--- config.mk ---
export PLATFORM = sky130hd
export DESIGN_NAME = fir_nibble_feeder_flat
export DESIGN_NICKNAME = d
export VERILOG_FILES = /design/src/rtl/fir_nibble_feeder_if.sv /design/src/rtl/fir_nibble_feeder.sv /design/src/flat_wrapper.sv
export SDC_FILE = /design/constraint.sdc
export NUM_CORES = 1
export LEC_CHECK = 0
export CAP_MARGIN = 5
export CORE_ASPECT_RATIO = 1.75
export CORE_UTILIZATION = 48
export DETAILED_ROUTE_END_ITERATION = 6
export PLACE_DENSITY_LB_ADDON = 0.08
export SYNTH_ARGS = -nofsm -noshare
export SYNTH_HDL_FRONTEND = slang
export SYNTH_SLANG_ARGS = --single-unit
--- constraint.sdc ---
create_clock -name i_clk -period 3.4 [get_ports i_clk]
set_input_delay 0.85 -clock i_clk [delete_from_list [all_inputs] [get_ports i_clk]]
set_output_delay 0.85 -clock i_clk [all_outputs]
set_load 0.01 [all_outputs]
--- src/rtl/fir_nibble_feeder_if.sv ---
// ---------------------------------------------------------------------------
// fir_nibble_feeder_if
//   Bundles the sample handshake and the PE0-facing outputs of the
//   nibble feeder.
//
//   Sample handshake (valid/ready):
//     A transfer happens on a rising clock edge where in_valid and in_ready
//     are both high. The source must hold in_data stable and keep in_valid
//     asserted until that edge. in_ready may change at any time and does not
//     depend on in_valid. Data offered while in_ready is low is not taken.
//
//   Signals:
//     in_valid  source -> feeder  sample valid
//     in_ready  feeder -> source  feeder can take a sample
//     in_data   source -> feeder  8-bit unsigned sample
//     Rdy       feeder -> PE0     frame-start pulse
//     x_nib     feeder -> PE0     Xin nibble stream
//     y_nib     feeder -> PE0     Yin nibble stream (bias seed)
//     busy      feeder -> status  FSM active or FIFO non-empty
//     frm_cnt   feeder -> status  number of Rdy pulses issued (wraps)
//
//   Modports: master = sample source / observer, slave = feeder.
// ---------------------------------------------------------------------------
interface fir_nibble_feeder_if;
    logic       in_valid;
    logic       in_ready;
    logic [7:0] in_data;
    logic       Rdy;
    logic [3:0] x_nib;
    logic [3:0] y_nib;
    logic       busy;
    logic [7:0] frm_cnt;

    modport master (
        output in_valid, in_data,
        input  in_ready, Rdy, x_nib, y_nib, busy, frm_cnt
    );

    modport slave (
        input  in_valid, in_data,
        output in_ready, Rdy, x_nib, y_nib, busy, frm_cnt
    );
endinterface

--- src/rtl/fir_nibble_feeder.sv ---
// ---------------------------------------------------------------------------
// fir_nibble_feeder
//   Feeds the nibble-serial FIR PE chain. Samples arrive over a valid/ready
//   handshake into a 2-entry FIFO. For each sample the FSM emits one cycle
//   of Rdy, then four nibble cycles: X low/high nibble (then zeros) on x_nib
//   and the four nibbles of BIAS, LSB first, on y_nib. GAP idle cycles may
//   be inserted after each frame.
//
//   Parameters:
//     BIAS  16-bit accumulator seed streamed on y_nib
//     GAP   idle cycles between frames, 0..15
//
//   Ports:
//     i_clk        clock, rising edge
//     i_rst_n      synchronous active-low reset
//     bus          fir_nibble_feeder_if.slave (handshake + PE0 outputs)
//     o_dbg_state  current FSM state encoding, for observation only
// ---------------------------------------------------------------------------
module fir_nibble_feeder #(
    parameter logic [15:0] BIAS = 16'h0000,
    parameter int unsigned GAP  = 0
) (
    input  logic                i_clk,
    input  logic                i_rst_n,
    fir_nibble_feeder_if.slave  bus,
    output logic [2:0]          o_dbg_state
);

    typedef enum logic [2:0] {
        S_IDLE  = 3'd0,
        S_ISSUE = 3'd1,
        S_N0    = 3'd2,
        S_N1    = 3'd3,
        S_N2    = 3'd4,
        S_N3    = 3'd5,
        S_GAPW  = 3'd6
    } state_t;

    // Value loaded into the gap counter on leaving N3; the GAPW state then
    // lasts GAP cycles in total (counts GAP-1 down to 0).
    localparam logic [3:0] GAP_LOAD = (GAP == 0) ? 4'd0 : 4'(GAP - 1);

    state_t       r_state;
    state_t       w_next;
    logic [7:0]   r_mem [2];
    logic         r_wr_ptr;
    logic         r_rd_ptr;
    logic [1:0]   r_count;
    logic [7:0]   r_cur;
    logic [3:0]   r_gap_cnt;
    logic [7:0]   r_frm_cnt;

    logic         w_in_ready;
    logic         w_push;
    logic         w_pop;
    logic         w_fifo_ne;
    logic         w_rdy;
    logic [3:0]   w_x_nib;
    logic [3:0]   w_y_nib;

    assign w_in_ready = i_rst_n & (r_count != 2'd2);
    assign w_push     = bus.in_valid & w_in_ready;
    // Only entries present at the start of the cycle count, so a sample
    // pushed this cycle cannot be popped until the next one.
    assign w_fifo_ne  = (r_count != 2'd0);

    // Next-state and pop decision.
    always_comb begin
        w_next = r_state;
        w_pop  = 1'b0;
        case (r_state)
            S_IDLE: begin
                if (w_fifo_ne) begin
                    w_pop  = 1'b1;
                    w_next = S_ISSUE;
                end
            end
            S_ISSUE: w_next = S_N0;
            S_N0:    w_next = S_N1;
            S_N1:    w_next = S_N2;
            S_N2:    w_next = S_N3;
            S_N3: begin
                if (GAP != 0) begin
                    w_next = S_GAPW;
                end else if (w_fifo_ne) begin
                    w_pop  = 1'b1;
                    w_next = S_ISSUE;
                end else begin
                    w_next = S_IDLE;
                end
            end
            S_GAPW: begin
                if (r_gap_cnt == 4'd0) begin
                    if (w_fifo_ne) begin
                        w_pop  = 1'b1;
                        w_next = S_ISSUE;
                    end else begin
                        w_next = S_IDLE;
                    end
                end
            end
            default: w_next = S_IDLE;
        endcase
    end

    // Output decode from the registered state only.
    always_comb begin
        w_rdy   = 1'b0;
        w_x_nib = 4'd0;
        w_y_nib = 4'd0;
        case (r_state)
            S_ISSUE: w_rdy = 1'b1;
            S_N0: begin
                w_x_nib = r_cur[3:0];
                w_y_nib = BIAS[3:0];
            end
            S_N1: begin
                w_x_nib = r_cur[7:4];
                w_y_nib = BIAS[7:4];
            end
            S_N2:    w_y_nib = BIAS[11:8];
            S_N3:    w_y_nib = BIAS[15:12];
            default: begin
                w_rdy   = 1'b0;
                w_x_nib = 4'd0;
                w_y_nib = 4'd0;
            end
        endcase
    end

    always_ff @(posedge i_clk) begin
        if (!i_rst_n) begin
            r_state   <= S_IDLE;
            r_wr_ptr  <= 1'b0;
            r_rd_ptr  <= 1'b0;
            r_count   <= 2'd0;
            r_cur     <= 8'd0;
            r_gap_cnt <= 4'd0;
            r_frm_cnt <= 8'd0;
        end else begin
            r_state <= w_next;

            if (w_push) begin
                r_wr_ptr <= ~r_wr_ptr;
            end
            if (w_pop) begin
                r_cur    <= r_mem[r_rd_ptr];
                r_rd_ptr <= ~r_rd_ptr;
            end

            case ({w_push, w_pop})
                2'b10:   r_count <= r_count + 2'd1;
                2'b01:   r_count <= r_count - 2'd1;
                default: r_count <= r_count;
            endcase

            if (r_state == S_N3) begin
                r_gap_cnt <= GAP_LOAD;
            end else if ((r_state == S_GAPW) && (r_gap_cnt != 4'd0)) begin
                r_gap_cnt <= r_gap_cnt - 4'd1;
            end

            if (r_state == S_ISSUE) begin
                r_frm_cnt <= r_frm_cnt + 8'd1;
            end
        end
    end

    // Storage needs no reset; the pointers and count define what is valid.
    always_ff @(posedge i_clk) begin
        if (w_push) begin
            r_mem[r_wr_ptr] <= bus.in_data;
        end
    end

    assign bus.in_ready = w_in_ready;
    assign bus.Rdy      = w_rdy;
    assign bus.x_nib    = w_x_nib;
    assign bus.y_nib    = w_y_nib;
    assign bus.busy     = (r_state != S_IDLE) | w_fifo_ne;
    assign bus.frm_cnt  = r_frm_cnt;
    assign o_dbg_state  = r_state;

endmodule
--- src/flat_wrapper.sv ---
// flat-port wrapper written by rule: the top's interface ports become plain ports
module fir_nibble_feeder_flat 
#(
    parameter logic [15:0] BIAS = 16'h0000,
    parameter int unsigned GAP  = 0
)
  (i_clk, i_rst_n, o_dbg_state, bus_in_valid, bus_in_data, bus_in_ready, bus_Rdy, bus_x_nib, bus_y_nib, bus_busy, bus_frm_cnt);
  fir_nibble_feeder_if bus_i ();
  input  logic i_clk;
  input  logic i_rst_n;
  output logic [2:0] o_dbg_state;
  input wire logic [$bits(bus_i.in_valid)-1:0] bus_in_valid;
  input wire logic [$bits(bus_i.in_data)-1:0] bus_in_data;
  output wire logic [$bits(bus_i.in_ready)-1:0] bus_in_ready;
  output wire logic [$bits(bus_i.Rdy)-1:0] bus_Rdy;
  output wire logic [$bits(bus_i.x_nib)-1:0] bus_x_nib;
  output wire logic [$bits(bus_i.y_nib)-1:0] bus_y_nib;
  output wire logic [$bits(bus_i.busy)-1:0] bus_busy;
  output wire logic [$bits(bus_i.frm_cnt)-1:0] bus_frm_cnt;
  assign bus_i.in_valid = bus_in_valid;
  assign bus_i.in_data = bus_in_data;
  assign bus_in_ready = bus_i.in_ready;
  assign bus_Rdy = bus_i.Rdy;
  assign bus_x_nib = bus_i.x_nib;
  assign bus_y_nib = bus_i.y_nib;
  assign bus_busy = bus_i.busy;
  assign bus_frm_cnt = bus_i.frm_cnt;
  fir_nibble_feeder #(.BIAS(BIAS), .GAP(GAP)) u_core (.i_clk(i_clk), .i_rst_n(i_rst_n), .bus(bus_i), .o_dbg_state(o_dbg_state));
endmodule
==> out/qor.txt <==
Post-DRT Antenna Nets: 0
Avg WL per Cell: 13.0 um
Sequential share of the synthesized area: 54.1%
Max Cap Violations: 0
Crit start category: primary input
Die height: 85.0 um
Int Power: 1.19 mW
Cts hold-fix bufs: 0
Synth top area cells: dfxtp_1, edfxtp_1, mux2i_1
Overall Power: 1.72 mW
Number of synthesized register bits: 43
Global route overflow: 0
Via density: 5.35
Routed wire length: 3210 um
Postcts setup bufs: 0
Logic gate share of total power: 30.7%
Number of port buffers: 28
Cell leakage power: 0.785 nW
Iteration-0 DRC Markers: 28
Worst EP required: 2550 ps
DRC Markers: 0
DP HPWL: 2440 um
Clk_skew: 3.10 ps
Least-Margin Pin Slew: 680 ps
Run status: finished clean
FP Rows: 29
Final TNS setup: 0 ps
Path type of the worst setup path: in -> out
Via count: 1,316
Critical path's slowest cell: clkdlybuf4s50_1
Initial Util: 51.0%
Worst Path Arrival: 2110 ps
CTS H-tree lvls: 2
Critical path depth in cells: 3
Initial antenna violation count: 0
Vias in the first global route: 1,278
Final nets: 213
CTS clk-pin slew, worst paths: 80 ps
Share of cells above drive strength 1: 6.00%
Clk network pwr share: 26.7%
Top delay family on crit path: buffers and inverters
Synth Area per Inst: 10.8 sq um
Worst relative slew slack: 54.5%
CTS resizes: 0
Seq pwr share: 42.6%
CTS tree: yes
Fmax: 0.337 GHz
First-pass GRT wire length: 5280 um
Worst vdd ir: 0.522 mV
Post-synth top area share: 28.6%
Largest net degree at the start of global routing: 23
Period Utilization, post-route: 87.2%
Switching Power: 0.532 mW
RSZ-0062 raised after global routing: no
Clock Path Buffers: 2
Hold path depth: 2
Final setup violation count: 0
Critical path peak fanout: 7
Element type at the critical path end: output port
CP max stage delay: 590 ps
Drt pass-1 iters: 3
Clk Latency, worst-skew pair: 290 ps
Hold WC Path Type: reg -> reg
Switching share of power: 30.9%
CTS Buf Count: 5
CP dominant cell by count: clkdlybuf4s50_1
Core Box Area: 3700 sq um
Gr usage total: 16.8%
Tmin final: 2960 ps
WHS: 483 ps
Final Cell Area: 2280 sq um
Max Slew Vio Count: 0
Final hold vios: 0
Ys Warns: 0
RePlAce Congestion: 0.781
Crit path cell chain: clkdlybuf4s50_1 > o21a_1 > clkdlybuf4s50_1
Area growth syn-to-layout: 20.8%
Yosys cell types: 37
Antenna Cells: 0
# clock sinks: 43
Full die area: 4200 sq um
I/O pin cnt: 33
WP buf/inv: 2
Die width: 49.4 um
Post-Synthesis Cells: 175
Dpl cell area: 2150 sq um
Worst Reg-to-Reg Cells: 8
Synthesized area: 1890 sq um
Root Driver: clkbuf_8
P per Cell Area: 755 nW/um^2
Yosys top cell by area: dfxtp_1
==> sequential cells by signal, indices dropped and copies added, names as in the netlist <==
name                flops
u_core.r_mem           16
u_core.o_dbg_state      3
u_core.r_gap_cnt        4
u_core.bus.frm_cnt      8
u_core.r_count          2
u_core.r_cur            8
u_core.r_wr_ptr         1
u_core.r_rd_ptr         1
==> power by group through the flow <==
stage / Combinational (mW) / Sequential, mW / Clock (mW)
floorplan: 0.454 / 0.692 / 0
global placement: 0.518 / 0.741 / 0
detailed placement: 0.535 / 0.746 / 0
CTS: 0.535 / 0.734 / 0.467
global route: 0.585 / 0.750 / 0.491
finish: 0.530 / 0.734 / 0.459
==> layout make-up <==
type / count / area (sq um)
fill: 328 / 1420
sequential: 43 / 1020
multi-input combinational: 115 / 767
timing repair buffer: 28 / 280
clock buffer: 6 / 72.6
clock inverter: 2 / 60.1
tap: 46 / 57.6
inverter: 6 / 22.5
==> kinds of logic after synthesis <==
group | Yosys count | synth area share [%]
multiplexers | 12 | 6.36
XOR/XNOR | 12 | 5.57
AND/OR/NAND/NOR | 51 | 14.0
flip-flops | 43 | 54.1
other | 1 | 0.199
AO/OA/AOI/OAI | 33 | 11.9
buffers and inverters | 20 | 5.90
adder cells (fa/ha/maj) | 3 | 1.99
==> synthesized netlist by cell type <==
cell and instances:
mux2i_1 12, nand4_1 3, nor2_1 24, nor3b_4 1, nand2_1 6, a21oi_1 13
nor3_1 3, xor2_1 8, nand2b_1 2, conb_1 1, dfxtp_1 27, xnor2_1 4
buf_4 5, nor4_1 1, nand3_1 3, and3b_1 1, nand4_2 1, o21ai_0 3
o211ai_1 1, and3_1 1, o22a_1 1, ha_1 3, or3b_4 1, a211oi_1 10
o21a_1 2, buf_1 1, inv_1 6, o21ai_2 1, clkbuf_1 4, buf_6 2
or3_1 1, and2_1 2, nand4b_1 1, buf_2 2, o211ai_4 1, o21bai_1 1
edfxtp_1 16
==> worst register-to-register path: stages (launching register included) <==
cell and delay (ps):
dfxtp_1 330, inv_1 60, ha_1 150, or3b_4 420, o211ai_4 340, and2_1 430
ha_1 330, or3_1 350, a21oi_1 140
==> layer usage <==
layer | share of wire (%) | routed length [um] | global-route usage [%] | vias up
li1 | - | - | - | 654
met1 | 35 | 1120 | 13.9 | 624
met3 | 3.3 | 105 | 3.41 | 10
met5 | 0 | 0 | 0 | -
met4 | 3.6 | 115 | 10.6 | 0
met2 | 58 | 1860 | 33.9 | 28
==> cell usage in the layout (no fill, tap or decap), types with 2 or more instances in the layout <==
cell type        instances
a211oi_1                10
a21oi_1                 13
and2_1                   2
bufinv_16                2
clkbuf_8                 5
clkdlybuf4s50_1         28
conb_1                   4
dfxtp_1                 27
edfxtp_1                16
ha_1                     3
inv_1                    6
mux2i_1                 12
nand2_1                  6
nand2b_1                 2
nand3_1                  3
nand4_1                  3
nor2_1                  24
nor3_1                   3
o21a_1                   2
o21ai_0                  3
xnor2_1                  4
xor2_1                   8
==> through the flow <==
| step | std cells | util (%) | setup slack [ps] |
|---|---|---|---|
| after floorplan | 178 | - | 1140 |
| after global placement | 238 | 58.0 | 440 |
| after detailed placement | 238 | 58.0 | 421 |
| after CTS | 246 | 61.6 | 419 |
| after global routing | 246 | 61.6 | 375 |
| final | 246 | 61.6 | 435 |
==> path summary, 6_finish.rpt <==
check                                            from                    end  slack, ps
worst max-delay path                          i_rst_n           bus_in_ready        440
worst max register to register    u_core.r_gap_cnt[0]      u_core.r_count[1]        780
worst min register to register  u_core.bus.frm_cnt[7]  u_core.bus.frm_cnt[7]        480
worst min-delay path            u_core.bus.frm_cnt[7]  u_core.bus.frm_cnt[7]        480
(Power assumes the default switching activity.)
